### src/rtl/pulse_width_stretcher_pkg.sv
// rtl/pulse_width_stretcher_pkg.sv - shared widths and state codes for pulse/strobe timing blocks
package pulse_width_stretcher_pkg;

   localparam int CNT_W  = 8;
   localparam int PEND_W = 4;

   typedef enum logic [1:0] {
      ST_IDLE = 2'd0,
      ST_HIGH = 2'd1,
      ST_GAP  = 2'd2
   } state_t;

endpackage

### src/rtl/pulse_width_stretcher_if.sv
// rtl/pulse_width_stretcher_if.sv - event input and stretched-pulse status bundle
interface pulse_width_stretcher_if;
   import pulse_width_stretcher_pkg::*;

   logic              in;
   logic              out;
   logic              busy;
   logic [PEND_W-1:0] pend;
   logic              overflow;

   modport master (output in, input out, busy, pend, overflow);
   modport slave  (input in, output out, busy, pend, overflow);

endinterface

### src/rtl/stretch_counter.sv
// rtl/stretch_counter.sv - loadable down counter that parks at zero and flags it
module stretch_counter
   import pulse_width_stretcher_pkg::*;
(
   input  logic             clk,
   input  logic             rst_n,
   input  logic             load,
   input  logic [CNT_W-1:0] value,
   input  logic             en,
   output logic             zero
);

   logic [CNT_W-1:0] cnt_q;
   logic [CNT_W-1:0] cnt_d;

   always_comb begin
      cnt_d = cnt_q;
      if (load) begin
         cnt_d = value;
      end else if (en && (cnt_q != '0)) begin
         cnt_d = cnt_q - 1'b1;
      end
   end

   always_ff @(posedge clk or negedge rst_n) begin
      if (!rst_n) begin
         cnt_q <= '0;
      end else begin
         cnt_q <= cnt_d;
      end
   end

   assign zero = (cnt_q == '0);

endmodule

### src/rtl/pulse_width_stretcher.sv
// rtl/pulse_width_stretcher.sv - stretches single-cycle events into WIDTH-high pulses with GAP spacing
module pulse_width_stretcher
   import pulse_width_stretcher_pkg::*;
#(
   parameter int WIDTH  = 4,
   parameter int GAP    = 1,
   parameter int QDEPTH = 3
) (
   input  logic                    clk,
   input  logic                    rst_n,
   pulse_width_stretcher_if.slave  pws
);

   localparam logic [CNT_W-1:0]  HIGH_LOAD = CNT_W'(WIDTH - 1);
   localparam logic [CNT_W-1:0]  GAP_LOAD  = CNT_W'(GAP - 1);
   localparam logic [PEND_W-1:0] QMAX      = PEND_W'(QDEPTH);

   state_t            state_q, state_d;
   logic [PEND_W-1:0] pend_q, pend_d;
   logic              out_q, out_d;
   logic              busy_q, busy_d;
   logic              overflow_q, overflow_d;

   logic              cnt_load;
   logic              cnt_en;
   logic              cnt_zero;
   logic [CNT_W-1:0]  cnt_load_value;
   logic              leave_gap;
   logic              direct;
   logic              dec;
   logic              drop;
   logic              inc;

   stretch_counter u_cnt (
      .clk   (clk),
      .rst_n (rst_n),
      .load  (cnt_load),
      .value (cnt_load_value),
      .en    (cnt_en),
      .zero  (cnt_zero)
   );

   always_comb begin
      state_d        = state_q;
      cnt_load       = 1'b0;
      cnt_en         = 1'b0;
      cnt_load_value = HIGH_LOAD;
      case (state_q)
         ST_IDLE: begin
            if (pws.in) begin
               state_d  = ST_HIGH;
               cnt_load = 1'b1;
            end
         end
         ST_HIGH: begin
            if (cnt_zero) begin
               state_d        = ST_GAP;
               cnt_load       = 1'b1;
               cnt_load_value = GAP_LOAD;
            end else begin
               cnt_en = 1'b1;
            end
         end
         ST_GAP: begin
            if (cnt_zero) begin
               if ((pend_q != '0) || pws.in) begin
                  state_d  = ST_HIGH;
                  cnt_load = 1'b1;
               end else begin
                  state_d = ST_IDLE;
               end
            end else begin
               cnt_en = 1'b1;
            end
         end
         default: state_d = ST_IDLE;
      endcase
   end

   // An event that can start a pulse right away never enters the queue.
   always_comb begin
      leave_gap  = (state_q == ST_GAP) && cnt_zero;
      direct     = pws.in && ((state_q == ST_IDLE) || (leave_gap && (pend_q == '0)));
      dec        = leave_gap && (pend_q != '0);
      drop       = pws.in && (state_q != ST_IDLE) && (pend_q == QMAX) && !dec;
      inc        = pws.in && !drop && !direct;
      pend_d     = pend_q + PEND_W'(inc) - PEND_W'(dec);
      out_d      = (state_d == ST_HIGH);
      busy_d     = (state_d != ST_IDLE);
      overflow_d = drop;
   end

   always_ff @(posedge clk or negedge rst_n) begin
      if (!rst_n) begin
         state_q    <= ST_IDLE;
         pend_q     <= '0;
         out_q      <= 1'b0;
         busy_q     <= 1'b0;
         overflow_q <= 1'b0;
      end else begin
         state_q    <= state_d;
         pend_q     <= pend_d;
         out_q      <= out_d;
         busy_q     <= busy_d;
         overflow_q <= overflow_d;
      end
   end

   assign pws.out      = out_q;
   assign pws.busy     = busy_q;
   assign pws.pend     = pend_q;
   assign pws.overflow = overflow_q;

endmodule

### src/flat_wrapper.sv
// flat-port wrapper written by rule: the top's interface ports become plain ports
module pulse_width_stretcher_flat import pulse_width_stretcher_pkg::*;
#(
   parameter int WIDTH  = 4,
   parameter int GAP    = 1,
   parameter int QDEPTH = 3
)
  (clk, rst_n, pws_in, pws_out, pws_busy, pws_pend, pws_overflow);
  pulse_width_stretcher_if pws_i ();
  input  logic clk;
  input  logic rst_n;
  input wire logic [$bits(pws_i.in)-1:0] pws_in;
  output wire logic [$bits(pws_i.out)-1:0] pws_out;
  output wire logic [$bits(pws_i.busy)-1:0] pws_busy;
  output wire logic [$bits(pws_i.pend)-1:0] pws_pend;
  output wire logic [$bits(pws_i.overflow)-1:0] pws_overflow;
  assign pws_i.in = pws_in;
  assign pws_out = pws_i.out;
  assign pws_busy = pws_i.busy;
  assign pws_pend = pws_i.pend;
  assign pws_overflow = pws_i.overflow;
  pulse_width_stretcher #(.WIDTH(WIDTH), .GAP(GAP), .QDEPTH(QDEPTH)) u_core (.clk(clk), .rst_n(rst_n), .pws(pws_i));
endmodule
### config.mk
export PLATFORM = sky130hd
export DESIGN_NAME = pulse_width_stretcher_flat
export DESIGN_NICKNAME = d
export VERILOG_FILES = /design/src/rtl/pulse_width_stretcher_pkg.sv /design/src/rtl/pulse_width_stretcher_if.sv /design/src/rtl/stretch_counter.sv /design/src/rtl/pulse_width_stretcher.sv /design/src/flat_wrapper.sv
export SDC_FILE = /design/constraint.sdc
export NUM_CORES = 1
export LEC_CHECK = 0
export ABC_AREA = 1
export BUFFER_PORTS_ARGS = -buffer_cell sky130_fd_sc_hd__buf_2
export CORE_UTILIZATION = 35
export CTS_BUF_LIST = sky130_fd_sc_hd__clkbuf_8
export DETAILED_ROUTE_END_ITERATION = 6
export PLACE_DENSITY = 0.63
export SLEW_MARGIN = 20
export SYNTH_ARGS = -nofsm -noshare
export SYNTH_HDL_FRONTEND = slang
export SYNTH_SLANG_ARGS = --single-unit
### constraint.sdc
create_clock -name clk -period 3 [get_ports clk]
set_input_delay 0.3 -clock clk [delete_from_list [all_inputs] [get_ports clk]]
set_output_delay 0.3 -clock clk [all_outputs]
set_load 0.01 [all_outputs]
# ---- Word level (Yosys, flattened, before mapping)
# Cells that the tools add are included.
dict set report totals {
  input_bits 3
  latch_bits 0
  regBits 17
  ram_bits 0
  mem_bits_ro 0
  word_cells 53
  n_memories 0
}
dict set report classes {
  shifts 0
  n_mul 0
  n_bitwise 0
  n_reduce_logical 24
  addsub 3
  n_eq_ne 4
  order_cmp 0
  div 0
  n_mux 16
}
# operator n
set op_table {}
lappend op_table {{$mux W8} 3}
lappend op_table {{$logic_and A1 B1 Y1} 10}
lappend op_table {{$logic_not A8 Y1} 1}
lappend op_table {{$mux W2} 4}
lappend op_table {{$reduce_bool A8 Y1} 1}
lappend op_table {{$sub A8 B1 Y8 const B} 1}
lappend op_table {{$mux W1} 7}
lappend op_table {{$pmux W2 S3} 1}
lappend op_table {{$reduce_bool A2 Y1} 3}
lappend op_table {{$add A4 B1 Y4} 1}
lappend op_table {{$eq A2 B1 Y1 const B} 2}
lappend op_table {{$eq A4 B2 Y1 const B} 1}
lappend op_table {{$logic_not A4 Y1} 1}
lappend op_table {{$reduce_bool A4 Y1} 1}
lappend op_table {{$sub A4 B1 Y4} 1}
lappend op_table {{$logic_not A1 Y1} 3}
lappend op_table {{$pmux W1 S3} 1}
lappend op_table {{$eq A2 B2 Y1 const B} 1}
lappend op_table {{$logic_not A2 Y1} 1}
lappend op_table {{$logic_or A1 B1 Y1} 2}
lappend op_table {{$reduce_or A2 Y1} 1}

# ---- Depth between registers and ports, before layout
# Gate-level depths: netlist of run 1.
dict set report depth {
  depth_word 10
  ltp_mapped 13
  depth_no_buf 13
}

# ---- Modules after synthesis
# From an unflattened synthesis of run 1, not the netlist that was laid out.
dict set report unflattened {
  cells_unflattened 162
  area_unflattened_um2 1183.6
}
# module seq_area_each_um2 instances area_each_um2 cells_per_inst
set modules_own_cells {}
lappend modules_own_cells {stretch_counter 200.2 1 596.8 93}
lappend modules_own_cells {pulse_width_stretcher 225.2 1 586.8 69}

# ---- Worst setup path before layout of run 1
# OpenSTA, ideal clock, no wires.
dict set report synth_timing {
  kind {register to register}
  from {reg u_core.u_cnt.cnt_q[0]}
  to {reg u_core.pend_q[2], in the netlist u_core.pws.pend[2]}
  required_ps 2877
  t_arrival_ps 2205
  setup_time_ps 123
  stages_incl_launch_ff 14
  slack_ps 673
  path_cell_list {dfrtp_1 > inv_1 > ha_1 > nand2_2 > nor2_4 > nand2_2 > or2_4 > inv_1 > ha_1 > inv_1 > ha_1 > inv_1 > fa_1 > xnor2_1}
}
dict set report synth_via {
  elab_chain_len 10
  elab_cells_between_ends 14
  cone_classes {add/sub: 2; reduce/logical: 12}
}
# item line
set synth_lines {}
lappend synth_lines {{start, declared} stretch_counter.sv:13} ;# logic [CNT_W-1:0] cnt_q;
lappend synth_lines {{start signal, assigned} stretch_counter.sv:29} ;# cnt_q <= cnt_d;
lappend synth_lines {{$logic_not A8 Y1 (*)} stretch_counter.sv:33} ;# assign zero = (cnt_q == '0);
lappend synth_lines {{$logic_and A1 B1 Y1 (*)} pulse_width_stretcher.sv:82} ;# leave_gap = (state_q == ST_GAP) && cnt_zero;
lappend synth_lines {{$logic_and A1 B1 Y1} pulse_width_stretcher.sv:84} ;# dec = leave_gap && (pend_q != '0);
lappend synth_lines {{$logic_not A1 Y1} pulse_width_stretcher.sv:85} ;# drop = pws.in && (state_q != ST_IDLE) && (pend_q == QMAX) && !dec;
lappend synth_lines {{$logic_and A1 B1 Y1} pulse_width_stretcher.sv:85}
lappend synth_lines {{$logic_not A1 Y1} pulse_width_stretcher.sv:86} ;# inc = pws.in && !drop && !direct;
lappend synth_lines {{$logic_and A1 B1 Y1 (2 in a row)} pulse_width_stretcher.sv:86}
lappend synth_lines {{$add A4 B1 Y4} pulse_width_stretcher.sv:87} ;# pend_d = pend_q + PEND_W'(inc) - PEND_W'(dec);
lappend synth_lines {{$sub A4 B1 Y4 (*)} pulse_width_stretcher.sv:87}
lappend synth_lines {{net u_core.pend_d[2]} pulse_width_stretcher.sv:19} ;# logic [PEND_W-1:0] pend_q, pend_d;
lappend synth_lines {{end signal, assigned} pulse_width_stretcher.sv:102} ;# pend_q <= pend_d;
lappend synth_lines {{end, declared} pulse_width_stretcher.sv:19}
# The timed path passes the listed nets; every way through them passes the cells marked *.
# A chain may end at the register's enable or synchronous reset.

# ---- Final worst setup path of run 1
# Ends and elaborated chain as after synthesis.

==> run metrics, run 1 <==
most used cell, CP inv_1; post-DR wirelength/cell 9.624 um; Post-synth top cells 28 x inv_1, 25 x nand2_1, 17 x dfrtp_1; fill cell total of the finished layout 298; GRT overflow 0; DRT iter0 DRCs 8; Tcrit/Tclk final 81.78%; Vias/cell 4.416; Clock Latency Late Sink 0.24 ns; hold_ws 0.4386 ns; DRT Pass-1 Iters 6; global placement routability congestion 0.7843; final setup fails 0; largest cells by area after synthesis dfrtp_1 39%, ha_1 12%, inv_1 9.7%; # rows 19; dpl ws 0.5457 ns; Critical Path Sink u_core.pws.pend[2]; Synth warnings 0; Final WS setup 0.5465 ns; run status finished, violations left; initial antenna violation count 0; clk sinks 17; Residual DRC 1; Detail Route Antenna Nets 0; Num CTS Buffers 3; dpl hpwl 1360 um; post-synthesis async set-or-reset flop share 100.0%; CP max FO 5; Crit Path Category flop to flop; Yosys reg bits 17; Crit-path slowest cell fa_1; Critical Path RT 3.13 ns; worst reg-to-reg setup slack 0.55 ns; Slew Limit Fails 0; Final Util 42.81%; number of buffers added for setup after CTS 0; critical path capture point type flop; Worst Setup Start Kind flop; Reg area 425.4 um2; area of the mapped netlist 1082 um2; Clock Path Buffers 2; port bufs 9; NetSw 0.6218 mW; Netlist cell types 24; TritonCTS clock tree yes; Max transition margin 73.59%; Syn-to-layout area delta 12.83%; Tightest Pin Transition 0.3962 ns; Worst Hold Class input pin to flop; io pins 10; power density cells 1118 nW/um2; RSZ-0062 raised after global routing no; H-tree depth 1; CP cell instances inv_1 -> ha_1 -> nand2_2 -> nor2_4 -> nand2_2 -> or2_4 -> inv_1 -> ha_1 -> inv_1 -> ha_1 -> inv_1 -> fa_1 -> xnor2_1; Post-Route WL 1713 um; reg-to-reg critical path startpoint u_core.u_cnt.cnt_q[0]; footprint of the multi-input gates 548.0 um2; RR Endpoint u_core.pws.pend[2]; total power 1.366 mW; clk root buf clkbuf_8; largest net degree at the start of global routing 18; sequential-to-total area share from yosys stat 39.31%; gr usage total 12.89%; Post-synth EDFFs 0; Antenna Cells 0; die height 57.61 um; Synth area leader dfrtp_1; core area 2853 um2; layout cell share with drive strength beyond 1 17.69%; first-pass GRT wire length 3229 um; Worst setup startpoint u_core.u_cnt.cnt_q[0]; Design Area, Final 1221 um2; Final Instance Count excl. Fillers 178; clock share of power 11.8%; Post-Syn Nets 147; Main synth FF type dfrtp_1; Mean Syn Cell Area 8.138 um2; initial core utilization 37.94%; CP peak stage delay 0.38 ns; Yosys top cell area share 39.31%; Fmax 407.6 MHz; final hold vios 0; most common cell in the netlist inv_1; vias in the first global route 794; combinational power share 57.7%; placed cells 173; DIE AREA 3319 um2; clock transition at the registers of the reported paths 0.06 ns; Leak 0.6976 nW; hold path start pws_in; Placed Area 1166 um2; Post-Syn Instances 133; Crit path arrival time 2.58 ns; vias 786; crit path time final 2.454 ns; IR drop worst, VDD 560.2 uV; cells on worst reg2reg path 13; die width 57.61 um; number of max-cap violations 0; cell internal pwr 0.7438 mW; clock skew 0.003145 ns; nets 162; failing checks design-rule violations; TNS Setup 0 ns; Seq pwr share 30.5%; switching share of power 45.53%
[how the worst min path moves through the flow]
stage | to | depth (start not counted)
2_1_floorplan | u_core.pws.busy | 0
3_3_place_gp | u_core.u_cnt.cnt_q[5] | 1
3_5_place_dp | u_core.u_cnt.cnt_q[4] | 1
4_1_cts | u_core.pws.overflow | 5
5_1_grt | u_core.pws.overflow | 5
6_report | u_core.pws.overflow | 5
[final cells by class]
| class | instances | area share [%] |
|---|---|---|
| Clock buffer | 3 | 3.381 |
| Sequential cell | 17 | 34.84 |
| Clock inverter | 1 | 0.3074 |
| Timing Repair Buffer | 10 | 4.508 |
| Multi-Input combinational cell | 87 | 44.88 |
| Inverter | 29 | 8.914 |
| Tap cell | 31 | 3.176 |
[logic make-up (layout without fill, tap and decap cells)]
group           after synthesis  count (layout)  share of synthesized area, %
flops                        17              17                         39.31
compound gates                7               7                         3.930
simple gates                 62              62                         27.63
fa+ha+maj                    11              11                         13.41
buf+inv                      29              43                         10.06
xor+xnor                      7               7                         5.665
[per-layer routing]
| metal | vias up | track usage, % | wire, um | part of all wire, % |
|---|---|---|---|---|
| met1 | 348 | 15.95 | 802 | 47 |
| met2 | 6 | 21.43 | 844 | 49 |
| met5 | - | 0 | 0 | 0 |
| met4 | 0 | 4.181 | 21 | 1.2 |
| met3 | 2 | 4.018 | 44 | 2.6 |
| li1 | 430 | - | - | - |
[power groups by stage]
stage          clock [mW]  sequential (mW)  combinational [mW]
4_1_cts             0.170            0.418               0.802
6_report            0.161            0.417               0.788
5_1_grt             0.178            0.433               0.932
3_3_place_gp            0            0.417               0.777
3_5_place_dp            0            0.422               0.796
2_1_floorplan           0            0.429               0.613
[cell usage in the layout (no fill, tap or decap), types with 2 or more instances in the layout]
master	n
inv_1	29
nand2_1	25
dfrtp_1	17
nor2_1	13
nand3_1	10
ha_1	10
buf_2	9
xor2_1	4
nand2_2	3
xnor2_1	3
o21ai_0	3
clkbuf_8	3
nor2_2	2
nor2_4	2
nor3_1	2
[flip-flops by register name (all words and copies together) (netlist names)]
name / count
u_core.pws.pend: 4
u_core.state_q: 2
u_core.u_cnt.cnt_q: 8
u_core.pws.overflow: 1
u_core.pws.busy: 1
u_core.pws.out: 1
[critical path, delay by kind of cell, from the launching register on]
family                     cells  cell delay [ns]
adders and majority gates      4             0.96
and+or+nand+nor                4             0.61
DFF                            1             0.37
buffers and inverters          4             0.25
xor gates and xnor gates       1             0.14
[repair_timing]
item	4_1_cts	5_1_grt
hold buffers	1	0
resized for setup	0	0
endpoints found under the hold margin	17	0
(Power assumes the default switching activity.)
==> inputs of run 2 (changes only) <==
--- a/config.mk
+++ b/config.mk
@@ -10,7 +10,7 @@
 export CORE_UTILIZATION = 35
 export CTS_BUF_LIST = sky130_fd_sc_hd__clkbuf_8
 export DETAILED_ROUTE_END_ITERATION = 6
-export PLACE_DENSITY = 0.63
+export PLACE_DENSITY = 0.65
 export SLEW_MARGIN = 20
 export SYNTH_ARGS = -nofsm -noshare
 export SYNTH_HDL_FRONTEND = slang
==> constraint.sdc (replaced) <==
create_clock -name clk -period 2 [get_ports clk]
set_input_delay 0.2 -clock clk [delete_from_list [all_inputs] [get_ports clk]]
set_output_delay 0.2 -clock clk [all_outputs]
set_load 0.01 [all_outputs]
==> run 2 against run 1 <==
Compared with the run above: critical endpoint is now u_core.pws.pend[1]; the run ends with design-rule violations, negative setup slack left; design area is 17% higher; maximum frequency is 13% higher; first-iteration DRC count grew to 2.9 times the previous value; die area stayed put; critical path type unchanged; highest routed layer unchanged; global-route usage is 2.2 points higher; worst setup slack worse by 0.72 ns; sequential power is 41% higher; wire length is 23% higher.
==> run metrics, run 2 (synthesis gave the netlist of run 1 again) <==
worst reg-to-reg setup slack -0.18 ns; dpl hpwl 1671 um; final hold vios 0; io pins 10; DRT iter0 DRCs 23; Detail Route Antenna Nets 0; final setup fails 2; crit path time final 2.178 ns; TritonCTS clock tree yes; Critical Path RT 2.16 ns; RSZ-0062 raised after global routing yes; RR Endpoint u_core.pws.pend[1]; port bufs 9; number of max-cap violations 0; IR drop worst, VDD 838.7 uV; initial core utilization 37.94%; Worst Hold Class input pin to flop; DIE AREA 3319 um2; failing checks design-rule violations, negative setup slack; Final Instance Count excl. Fillers 197; Worst Setup Start Kind flop; clock skew 0.003838 ns; core area 2853 um2; layout cell share with drive strength beyond 1 37.35%; DRT Pass-1 Iters 6; Antenna Cells 0; Leak 0.7899 nW; Residual DRC 1; # rows 19; Num CTS Buffers 3; cells on worst reg2reg path 12; vias in the first global route 899; die height 57.61 um; first-pass GRT wire length 3684 um; Critical Path Sink u_core.pws.pend[1]; vias 911; dpl ws -0.2227 ns; critical path capture point type flop; post-DR wirelength/cell 10.69 um; Max transition margin 73.02%; Tightest Pin Transition 0.4047 ns; nets 181; Crit path arrival time 2.34 ns; run status finished, violations left; Vias/cell 4.624; clock transition at the registers of the reported paths 0.07 ns; Slew Limit Fails 0; max reg flops 8; reg-to-reg critical path startpoint u_core.u_cnt.cnt_q[2]; most common cell after layout, fill and taps aside nand2_1; Worst setup startpoint u_core.u_cnt.cnt_q[2]; Clock Path Buffers 2; Final WS setup -0.1782 ns; fill cell total of the finished layout 273; Crit Path Category flop to flop; Syn-to-layout area delta 32.02%; clk root buf clkbuf_8; clk sinks 17; register with the most flip-flops u_core.u_cnt.cnt_q; most frequent cells in the layout 25 x nand2_1, 21 x inv_1, 19 x buf_4, 17 x dfrtp_1, 11 x nor2_1; Clock Latency Late Sink 0.26 ns; Post-Route WL 2106 um; power density cells 1741 nW/um2; GRT overflow 0; H-tree depth 1; Fmax 459.1 MHz; CP max FO 3; initial antenna violation count 0; die width 57.61 um; placed cells 189; gr usage total 15.11%; largest net degree at the start of global routing 18; Tcrit/Tclk final 108.9%; global placement routability congestion 0.8388; hold_ws 0.3538 ns
-- run 2: worst min-delay path by stage --
stage	slack (ns)	start	cells past startpoint	end
finish	0.35	pws_in	5	u_core.pws.overflow
global route	0.36	pws_in	5	u_core.pws.overflow
CTS	0.34	pws_in	5	u_core.pws.overflow
detailed placement	0.15	rst_n	1	u_core.u_cnt.cnt_q[0]
global placement	0.15	rst_n	1	u_core.u_cnt.cnt_q[2]
floorplan	-0.1	rst_n	0	u_core.pws.busy
-- run 2: repair_timing --
item                       in CTS  in global routing
buffers inserted                1                  2
gates cloned                    0                  0
gates resized for setup         1                  6
setup endpoints to repair       2                  3
hold endpoints to repair       17                  0
hold buffers                    1                  0
pin swaps                       4                  2
-- run 2: metrics by stage --
step	total power, mW	setup TNS, ns	cell area (um2)	util (%)
after floorplan	1.638	-0.3633	1127	-
after global placement	2.073	-0.2691	1331	46.67
after detailed placement	2.136	-0.3743	1331	46.67
after CTS	2.443	-0.3191	1398	48.99
after global routing	2.743	-0.5558	1429	50.09
final	2.488	-0.3052	1429	50.09
-- run 2: worst max-delay path, stage by stage (launching register included) --
cell and delay (ns):
dfrtp_1 0.40, nor2_2 0.14, nand2_2 0.09, nor2_4 0.12, nand2_2 0.05, or2_4 0.25, inv_2 0.07, ha_4 0.19
inv_2 0.06, ha_4 0.13, inv_2 0.03, fa_2 0.52, inv_2 0.03
-- run 2: report_power, final --
part	switching, mW	internal (mW)
logic	0.881	0.754
registers	0.0857	0.504
clock network	0.125	0.139
total	1.09	1.40
-- run 2: metal layers --
layer / up-vias / part of all wire [%] / track usage (%)
met2: 14 / 49 / 26.91
met5: - / 0 / 0
met4: 0 / 2.9 / 9.756
met1: 422 / 45 / 15.76
met3: 5 / 3.6 / 3.795
li1: 470 / - / -
-- run 2: area by class of cell --
class | instances | area [um2] | share of cell area [%]
Sequential cell | 17 | 425.4 | 29.77
Clock buffer | 3 | 41.29 | 2.890
Tap cell | 31 | 38.79 | 2.715
Multi-Input combinational cell | 87 | 611.8 | 42.82
Timing Repair Buffer | 29 | 197.7 | 13.84
Inverter | 29 | 108.9 | 7.618
Clock inverter | 1 | 5.005 | 0.3503
